### src/rtl/nibble_serial_adder_ctrl_pkg.sv
// -----------------------------------------------------------------------------
// nibble_serial_adder_ctrl_pkg
// Shared definitions for the nibble-serial adder controller:
//   - state_t   : FSM state encoding (IDLE / RUN / DONE)
//   - NIBBLE_W  : width of the reused adder slice
//   - cnt_width : width of a counter that must reach (n-1), at least 1 bit
// -----------------------------------------------------------------------------
package nibble_serial_adder_ctrl_pkg;

   localparam int NIBBLE_W = 4;

   typedef enum logic [1:0] {
      ST_IDLE = 2'd0,
      ST_RUN  = 2'd1,
      ST_DONE = 2'd2
   } state_t;

   // Bits needed to count 0..n-1, never less than one bit.
   function automatic int cnt_width(input int n);
      int w;
      w = 1;
      while ((1 << w) < n) begin
         w = w + 1;
      end
      return w;
   endfunction

endpackage

### src/rtl/nibble_serial_adder_ctrl_nibble_adder.sv
// -----------------------------------------------------------------------------
// nibble_adder
// Purely combinational 4-bit ripple slice: {o_cout, o_sum} = i_a + i_b + i_cin.
// Ports:
//   i_a, i_b  : 4-bit addends
//   i_cin     : carry in
//   o_sum     : 4-bit sum
//   o_cout    : carry out of bit 3
// -----------------------------------------------------------------------------
module nibble_adder
   import nibble_serial_adder_ctrl_pkg::*;
(
   input  logic [NIBBLE_W-1:0] i_a,
   input  logic [NIBBLE_W-1:0] i_b,
   input  logic                i_cin,
   output logic [NIBBLE_W-1:0] o_sum,
   output logic                o_cout
);

   logic [NIBBLE_W:0] w_total;

   // Widen by one bit so the carry out falls into the top bit.
   assign w_total = {1'b0, i_a} + {1'b0, i_b} + {{NIBBLE_W{1'b0}}, i_cin};
   assign o_sum   = w_total[NIBBLE_W-1:0];
   assign o_cout  = w_total[NIBBLE_W];

endmodule

### src/rtl/nibble_serial_adder_ctrl.sv
// -----------------------------------------------------------------------------
// nibble_serial_adder_ctrl
// Adds or subtracts two WIDTH-bit operands one nibble per clock (LSN first)
// through a single shared 4-bit adder slice.
// Ports:
//   clk, rst   : clock (rising edge), asynchronous active-high reset
//   in_valid   : requester presents a, b, cin, sub
//   in_ready   : controller can accept an operation (IDLE only)
//   a, b       : WIDTH-bit operands
//   cin        : carry in (add only)
//   sub        : 0 -> a+b+cin, 1 -> a-b
//   out_valid  : result available (DONE)
//   out_ready  : consumer accepts the result
//   sum        : WIDTH-bit result
//   cout       : carry out of the MSB (for sub: 1 = no borrow)
//   ovf        : two's-complement signed overflow
//   busy       : high in RUN or DONE
// WIDTH must be a multiple of 4 and at least 4; NIBBLES is derived.
// -----------------------------------------------------------------------------
module nibble_serial_adder_ctrl
   import nibble_serial_adder_ctrl_pkg::*;
#(
   parameter int WIDTH   = 16,
   parameter int NIBBLES = WIDTH / 4
)(
   input  logic             clk,
   input  logic             rst,
   input  logic             in_valid,
   output logic             in_ready,
   input  logic [WIDTH-1:0] a,
   input  logic [WIDTH-1:0] b,
   input  logic             cin,
   input  logic             sub,
   output logic             out_valid,
   input  logic             out_ready,
   output logic [WIDTH-1:0] sum,
   output logic             cout,
   output logic             ovf,
   output logic             busy
);

   localparam int CNT_W = cnt_width(NIBBLES);
   localparam logic [CNT_W-1:0] CNT_LAST = CNT_W'(NIBBLES - 1);

   state_t             r_state;
   logic [WIDTH-1:0]   r_op_a;
   logic [WIDTH-1:0]   r_op_b;
   logic [WIDTH-1:0]   r_res;
   logic               r_carry;
   logic [CNT_W-1:0]   r_nib_cnt;
   logic               r_sa;
   logic               r_sb;
   logic               r_in_ready;
   logic               r_out_valid;
   logic               r_busy;
   logic [WIDTH-1:0]   r_sum;
   logic               r_cout;
   logic               r_ovf;

   logic [NIBBLE_W-1:0]       w_nib_sum;
   logic                      w_nib_cout;
   logic [WIDTH+NIBBLE_W-1:0] w_res_cat;
   logic [WIDTH-1:0]          w_res_next;
   logic [WIDTH-1:0]          w_b_eff;
   logic                      w_accept;
   logic                      w_last;

   nibble_adder u_slice (
      .i_a    (r_op_a[NIBBLE_W-1:0]),
      .i_b    (r_op_b[NIBBLE_W-1:0]),
      .i_cin  (r_carry),
      .o_sum  (w_nib_sum),
      .o_cout (w_nib_cout)
   );

   // New nibble enters at the top while the result shifts right; taking the
   // upper WIDTH bits of the concatenation also covers WIDTH == 4.
   assign w_res_cat  = {w_nib_sum, r_res};
   assign w_res_next = w_res_cat[WIDTH+NIBBLE_W-1:NIBBLE_W];
   assign w_b_eff    = sub ? ~b : b;
   assign w_accept   = in_valid && r_in_ready;
   assign w_last     = (r_nib_cnt == CNT_LAST);

   // Control FSM, operand/result shift registers, counter and registered outputs.
   always_ff @(posedge clk or posedge rst) begin
      if (rst) begin
         r_state     <= ST_IDLE;
         r_op_a      <= '0;
         r_op_b      <= '0;
         r_res       <= '0;
         r_carry     <= 1'b0;
         r_nib_cnt   <= '0;
         r_sa        <= 1'b0;
         r_sb        <= 1'b0;
         r_in_ready  <= 1'b1;
         r_out_valid <= 1'b0;
         r_busy      <= 1'b0;
         r_sum       <= '0;
         r_cout      <= 1'b0;
         r_ovf       <= 1'b0;
      end else begin
         case (r_state)
            ST_IDLE: begin
               if (w_accept) begin
                  r_op_a      <= a;
                  r_op_b      <= w_b_eff;
                  r_carry     <= sub ? 1'b1 : cin;
                  r_sa        <= a[WIDTH-1];
                  r_sb        <= w_b_eff[WIDTH-1];
                  r_nib_cnt   <= '0;
                  r_res       <= '0;
                  r_in_ready  <= 1'b0;
                  r_busy      <= 1'b1;
                  r_state     <= ST_RUN;
               end else begin
                  r_in_ready  <= 1'b1;
                  r_busy      <= 1'b0;
                  r_state     <= ST_IDLE;
               end
            end

            ST_RUN: begin
               r_op_a    <= r_op_a >> NIBBLE_W;
               r_op_b    <= r_op_b >> NIBBLE_W;
               r_carry   <= w_nib_cout;
               r_res     <= w_res_next;
               if (w_last) begin
                  // Final nibble: publish the result; counter stays put so it
                  // never wraps inside an operation.
                  r_sum       <= w_res_next;
                  r_cout      <= w_nib_cout;
                  r_ovf       <= (r_sa == r_sb) && (w_res_next[WIDTH-1] != r_sa);
                  r_out_valid <= 1'b1;
                  r_state     <= ST_DONE;
               end else begin
                  r_nib_cnt   <= r_nib_cnt + CNT_W'(1);
                  r_state     <= ST_RUN;
               end
            end

            ST_DONE: begin
               if (out_ready) begin
                  r_out_valid <= 1'b0;
                  r_in_ready  <= 1'b1;
                  r_busy      <= 1'b0;
                  r_state     <= ST_IDLE;
               end else begin
                  r_state     <= ST_DONE;
               end
            end

            default: begin
               // Unreachable encoding: recover to a clean idle state.
               r_state     <= ST_IDLE;
               r_in_ready  <= 1'b1;
               r_out_valid <= 1'b0;
               r_busy      <= 1'b0;
            end
         endcase
      end
   end

   assign in_ready  = r_in_ready;
   assign out_valid = r_out_valid;
   assign busy      = r_busy;
   assign sum       = r_sum;
   assign cout      = r_cout;
   assign ovf       = r_ovf;

endmodule
### config.mk
export PLATFORM = sky130hd
export DESIGN_NAME = nibble_serial_adder_ctrl
export DESIGN_NICKNAME = d
export VERILOG_FILES = /design/src/rtl/nibble_serial_adder_ctrl_pkg.sv /design/src/rtl/nibble_serial_adder_ctrl_nibble_adder.sv /design/src/rtl/nibble_serial_adder_ctrl.sv
export SDC_FILE = /design/constraint.sdc
export NUM_CORES = 1
export LEC_CHECK = 0
export CORE_MARGIN = 1.5
export CORE_UTILIZATION = 56
export CTS_BUF_LIST = sky130_fd_sc_hd__clkbuf_16
export CTS_CLUSTER_DIAMETER = 80
export DETAILED_ROUTE_END_ITERATION = 16
export PLACE_DENSITY = 0.84
export SLEW_MARGIN = 20
export SYNTH_ARGS = -nofsm -noshare
export SYNTH_HDL_FRONTEND = slang
export SYNTH_SLANG_ARGS = --single-unit
### constraint.sdc
create_clock -name clk -period 4.2 [get_ports clk]
set_input_delay 0.42 -clock clk [delete_from_list [all_inputs] [get_ports clk]]
set_output_delay 0.42 -clock clk [all_outputs]
set_load 0.01 [all_outputs]
==> metrics.yaml, run 1 <==
status: "finished, final reports clean"
slew_headroom_pct: 41.47
die_w_um: 79.28
synth_edf_count: 0
hold_class: "reg2reg"
grt_pass1_wl_um: 10630
synthXorXnorAreaFrac_pct: 4.839
p_leak_nw: 1.938
yosys.area.top_type: "dfrtp_1"
swShare_pct: 36.37
start_kind: "flip-flop"
vdd_drop_max_uv: 372.9
dr.pass1.iters: 5
p_int_mw: 2.078
clock_latency_ps: 330
ant_nets: 0
yosysWarningCount: 0
synth_area_leaders: "dfrtp_1, nand2_1, mux2_4"
synthMuxAreaShare_pct: 6.452
worstSetupStartpoint: "r_op_a[0]"
drv_cap: 0
nNetsFinal: 407
post_cts_buffers: 0
power_frac_comb_pct: 41.8
timing.rr.start: "r_op_a[0]"
htree_levels: 3
antenna_found_initial: 0
num_rows: 27
cp.arrival_ps: 2130
slew_violations: 0
grt_pass1_vias: 2306
fin_setup_tns_ps: 0
syn_area_um2: 3258
path_clk_slew_ps: 50
seq_area_frac_synth_pct: 55.34
syn_avg_cell_area_um2: 10.44
hold_buffers: 0
die_area_um2: 6285
root_buffer: "clkbuf_16"
synth_fp_nets: 356
gp_congestion: 0.7736
gr-total-overflow: 0
setup_violations: 0
p_per_area_nw_per_um2: 796.3
ctsResizeCount: 0
synth_top_family_by_area: "simple AND/OR/NAND/NOR gates"
die_y_um: 79.28
pwr-share-clk_pct: 20.0
fmax_mhz: 509.3
yosys_register_bits: 72
ios: 59
synthAdderAreaFrac_pct: 2.765
drc: 0
holdPathStages: 2
r2r_cells: 6
pre_cts_ws_ps: 1910
viasPerCell: 5.489
cts_tree: "built"
synth_cell_types: 33
core_area_um2: 5574
via_count: 2415
max_slew.worst_pin.slew_ps: 876.9
synth-simple-area-share_pct: 16.90
antenna_cells: 0
required_ps: 4370
grt_max_degree: 54
rsz0062_at_grt: "no"
skew_ps: 6.256
syn2layout_area_growth_pct: 25.88
cts_buffers: 9
dp_hpwl_um: 4141
wire_per_inst_um: 14.07
layout_setup_ws_ps: 2236
mostFrequentLayoutCells: "nand2_1, dfrtp_1, clkdlybuf4s50_1"
netlist.area_leader.share_pct: 54.53
synthCells: 312
cp_max_fo: 2
cts_buffer_depth: 2
post_route_cells_drive_above_1_share_pct: 9.783
net-switching-power_mw: 1.188
wirelength_um: 6191
critPathKind: "reg2reg"
holdCritStartpoint: "r_op_a[15]"
synthArstFlopShare_pct: 100.0
endpoint_kind: "flip-flop"
initial_core_util_pct: 58.45
hold_viol_final: 0
synth-main-ff-cell: "dfrtp_1"
grtUsageTotal_pct: 22.45
io_buffer_count: 58
seqPwrFrac_pct: 38.2
synth_compound_area_share_pct: 9.793
period_share_pct: 46.75
dr.first_iter.drc_count: 114
fin_crit_ps: 1964
total_power_mw: 3.266
clock-sinks: 72
critical path, stage by stage (launching register included):
cell	delay, ps
dfrtp_1	430
fa_1	480
fa_1	430
a21oi_1	160
nor2_1	50
nor2_1	140
o211ai_1	100
routing by layer:
metal	up-vias	global-route usage, %	part of all wire, %
met2	68	36.50	50
met3	8	5.862	4.4
met5	-	0	0
met4	0	8.947	1.5
met1	1180	28.77	44
li1	1159	-	-
cell usage after synthesis (3+ instances only):
library cell,n
nand2_1,71
nor2_1,31
nand3_1,20
buf_6,3
ha_1,4
mux2_2,4
buf_2,12
clkbuf_1,6
mux2_4,11
a21oi_1,6
dfrtp_1,71
inv_1,3
a221o_1,9
o21ai_0,13
a31oi_1,12
xnor2_1,17
power groups by stage:
stage / clock, mW / combinational, mW / sequential, mW
final: 0.653 / 1.37 / 1.25
after CTS: 0.663 / 1.37 / 1.25
after floorplan: 0 / 0.949 / 1.24
after global placement: 0 / 1.30 / 1.24
after detailed placement: 0 / 1.36 / 1.26
after global routing: 0.692 / 1.52 / 1.29
metrics by stage:
| stage | cells | hold WS [ps] | util [%] | cell area [µm²] |
|---|---|---|---|---|
| after CTS | 440 | 476.6 | 73.47 | 4095 |
| after floorplan | 312 | 446.6 | - | 3258 |
| after global routing | 440 | 499.5 | 73.58 | 4101 |
| final | 440 | 477.6 | 73.58 | 4101 |
| after detailed placement | 424 | 467.7 | 68.89 | 3840 |
| after global placement | 424 | 464.2 | 68.89 | 3840 |
logic make-up (layout without fill, tap and decap cells):
| group | count (synthesis) | after routing |
|---|---|---|
| flops | 72 | 72 |
| mux | 15 | 15 |
| buf+inv | 24 | 80 |
| fa+ha+maj | 6 | 6 |
| simple gates | 130 | 130 |
| xor+xnor | 18 | 18 |
| compound gates | 47 | 47 |
sequential cells by signal (all words and copies together) (netlist names):
name and flops:
cout 1, r_state 2, busy 1, ovf 1, r_carry 1, r_sa 1
r_res 12, r_sb 1, out_valid 1, in_ready 1, r_op_b 16, r_op_a 16
r_nib_cnt 2, sum 16
final cells by class:
| cell class | count | area (µm²) |
|---|---|---|
| clock buffers | 9 | 225.2 |
| repair buffers | 61 | 603.1 |
| clock inverters | 7 | 30.03 |
| well taps | 72 | 90.09 |
| inverters | 3 | 12.51 |
| multi-input cells | 216 | 1338 |
| fillers | 416 | 1473 |
| flip-flops and latches | 72 | 1803 |
worst paths after layout:
path	end	slack (ps)
max	r_carry	2240
min	r_op_a[15]	480
max reg2reg	r_carry	2240
min reg2reg	r_op_a[15]	480
max in group asynchronous	in_ready	2790
min in group asynchronous	sum[6]	570
No activity file was read; power rests on OpenSTA's default activity.
==> inputs of run 2 (changes only) <==
--- a/config.mk
+++ b/config.mk
@@ -6,11 +6,11 @@
 export NUM_CORES = 1
 export LEC_CHECK = 0
 export CORE_MARGIN = 1.5
-export CORE_UTILIZATION = 56
+export CORE_UTILIZATION = 52
 export CTS_BUF_LIST = sky130_fd_sc_hd__clkbuf_16
 export CTS_CLUSTER_DIAMETER = 80
 export DETAILED_ROUTE_END_ITERATION = 16
-export PLACE_DENSITY = 0.84
+export PLACE_DENSITY = 0.79
 export SLEW_MARGIN = 20
 export SYNTH_ARGS = -nofsm -noshare
 export SYNTH_HDL_FRONTEND = slang
==> constraint.sdc (replaced) <==
create_clock -name clk -period 2 [get_ports clk]
set_input_delay 0.2 -clock clk [delete_from_list [all_inputs] [get_ports clk]]
set_output_delay 0.2 -clock clk [all_outputs]
set_load 0.01 [all_outputs]
==> metrics.yaml, run 2 (synthesis results as in run 1) <==
status: "finished, final reports clean"
die_y_um: 82.16
nNetsFinal: 411
hold_class: "in2async"
via_count: 2452
htree_levels: 3
clock_latency_ps: 330
max_slew.worst_pin.slew_ps: 371.9
grt_pass1_wl_um: 11110
worstSetupStartpoint: "r_op_a[0]"
die_area_um2: 6749
mostFrequentLayoutCells: "nand2_1, dfrtp_1, clkdlybuf4s50_1"
ctsResizeCount: 0
grt_max_degree: 73
slew_violations: 0
hold_viol_final: 0
nFillCells: 451
fin_setup_tns_ps: 0
post_route_cells_drive_above_1_share_pct: 11.29
p_per_area_nw_per_um2: 1694
vdd_drop_max_uv: 796.0
dr.pass1.iters: 5
timing.rr.start: "r_op_a[0]"
syn2layout_area_growth_pct: 28.49
grtUsageTotal_pct: 22.23
drv_cap: 0
grt_pass1_vias: 2412
cts_buffer_depth: 2
cp_max_fo: 2
post_cts_buffers: 0
cts_tree: "built"
viasPerCell: 5.485
pre_cts_ws_ps: 145.4
regArea_um2: 1803
layout_setup_ws_ps: 132.1
fin_crit_ps: 1868
path_clk_slew_ps: 50
p_leak_nw: 1.980
io_buffer_count: 58
multi_input_area_um2: 1335
core_area_um2: 5991
setup_violations: 0
endpoint_kind: "flip-flop"
die_w_um: 82.16
gp_congestion: 0.7828
gr-total-overflow: 0
ios: 59
num_rows: 28
dr.first_iter.drc_count: 110
clock-sinks: 72
fmax_mhz: 535.4
cp.arrival_ps: 2050
wire_per_inst_um: 14.55
period_share_pct: 93.40
initial_core_util_pct: 54.39
skew_ps: 4.651
critPathKind: "reg2reg"
antenna_found_initial: 0
cts_buffers: 9
required_ps: 2180
start_kind: "flip-flop"
root_buffer: "clkbuf_16"
slew_headroom_pct: 75.21
drc: 0
ant_nets: 0
dp_hpwl_um: 4148
hold_buffers: 0
wirelength_um: 6503
antenna_cells: 0
rsz0062_at_grt: "no"
[run 2: layer usage]
metal | up-vias | wire length (µm) | global-route usage [%]
met5 | - | 0 | 0
met1 | 1190 | 2818 | 28.07
met3 | 14 | 281 | 4.725
li1 | 1167 | - | -
met4 | 0 | 130 | 10.00
met2 | 81 | 3273 | 36.80
[run 2: final timing paths]
path                               to  slack [ps]  cells past startpoint
min in group clk           r_op_a[12]         400                      3
setup reg to reg                 cout         130                      6
hold / removal                 sum[2]         320                      3
hold reg to reg                  busy         480                      1
setup / recovery                 cout         130                      6
max in group asynchronous    in_ready        1360                      3
[run 2: power breakdown]
group | leakage [nW] | switching [mW] | internal (mW) | total [mW]
logic | 0.922 | 1.51 | 1.45 | 2.96
registers | 0.906 | 0.463 | 2.17 | 2.63
clock network | 0.153 | 0.563 | 0.944 | 1.51
total | 1.98 | 2.54 | 4.56 | 7.09
[run 2: area by class of cell]
class / instances / area share [%]
Clock buffer: 9 / 5.380
Inverter: 3 / 0.3586
Tap cell: 75 / 2.241
Clock inverter: 7 / 1.345
Multi-Input combinational cell: 216 / 31.89
Timing Repair Buffer: 65 / 15.72
Sequential cell: 72 / 43.07
[run 2: critical path: stages (launching register included)]
cell and delay (ps):
dfrtp_1 400, fa_1 480, fa_1 420, a21oi_1 160, nor2_1 50, nor2_1 120, o21ai_0 100
[run 2: stage by stage]
stage               util [%]  instance area, µm²  total power, mW  hold WS [ps]  std cells
floorplan                  -                3262            4.601         305.4        312
global placement       65.18                3905            5.435         463.3        431
detailed placement     65.18                3905            5.581         469.9        431
CTS                    69.88                4187            7.137         342.5        447
global route           69.88                4187            7.635         372.3        447
finish                 69.88                4187            7.094         322.5        447
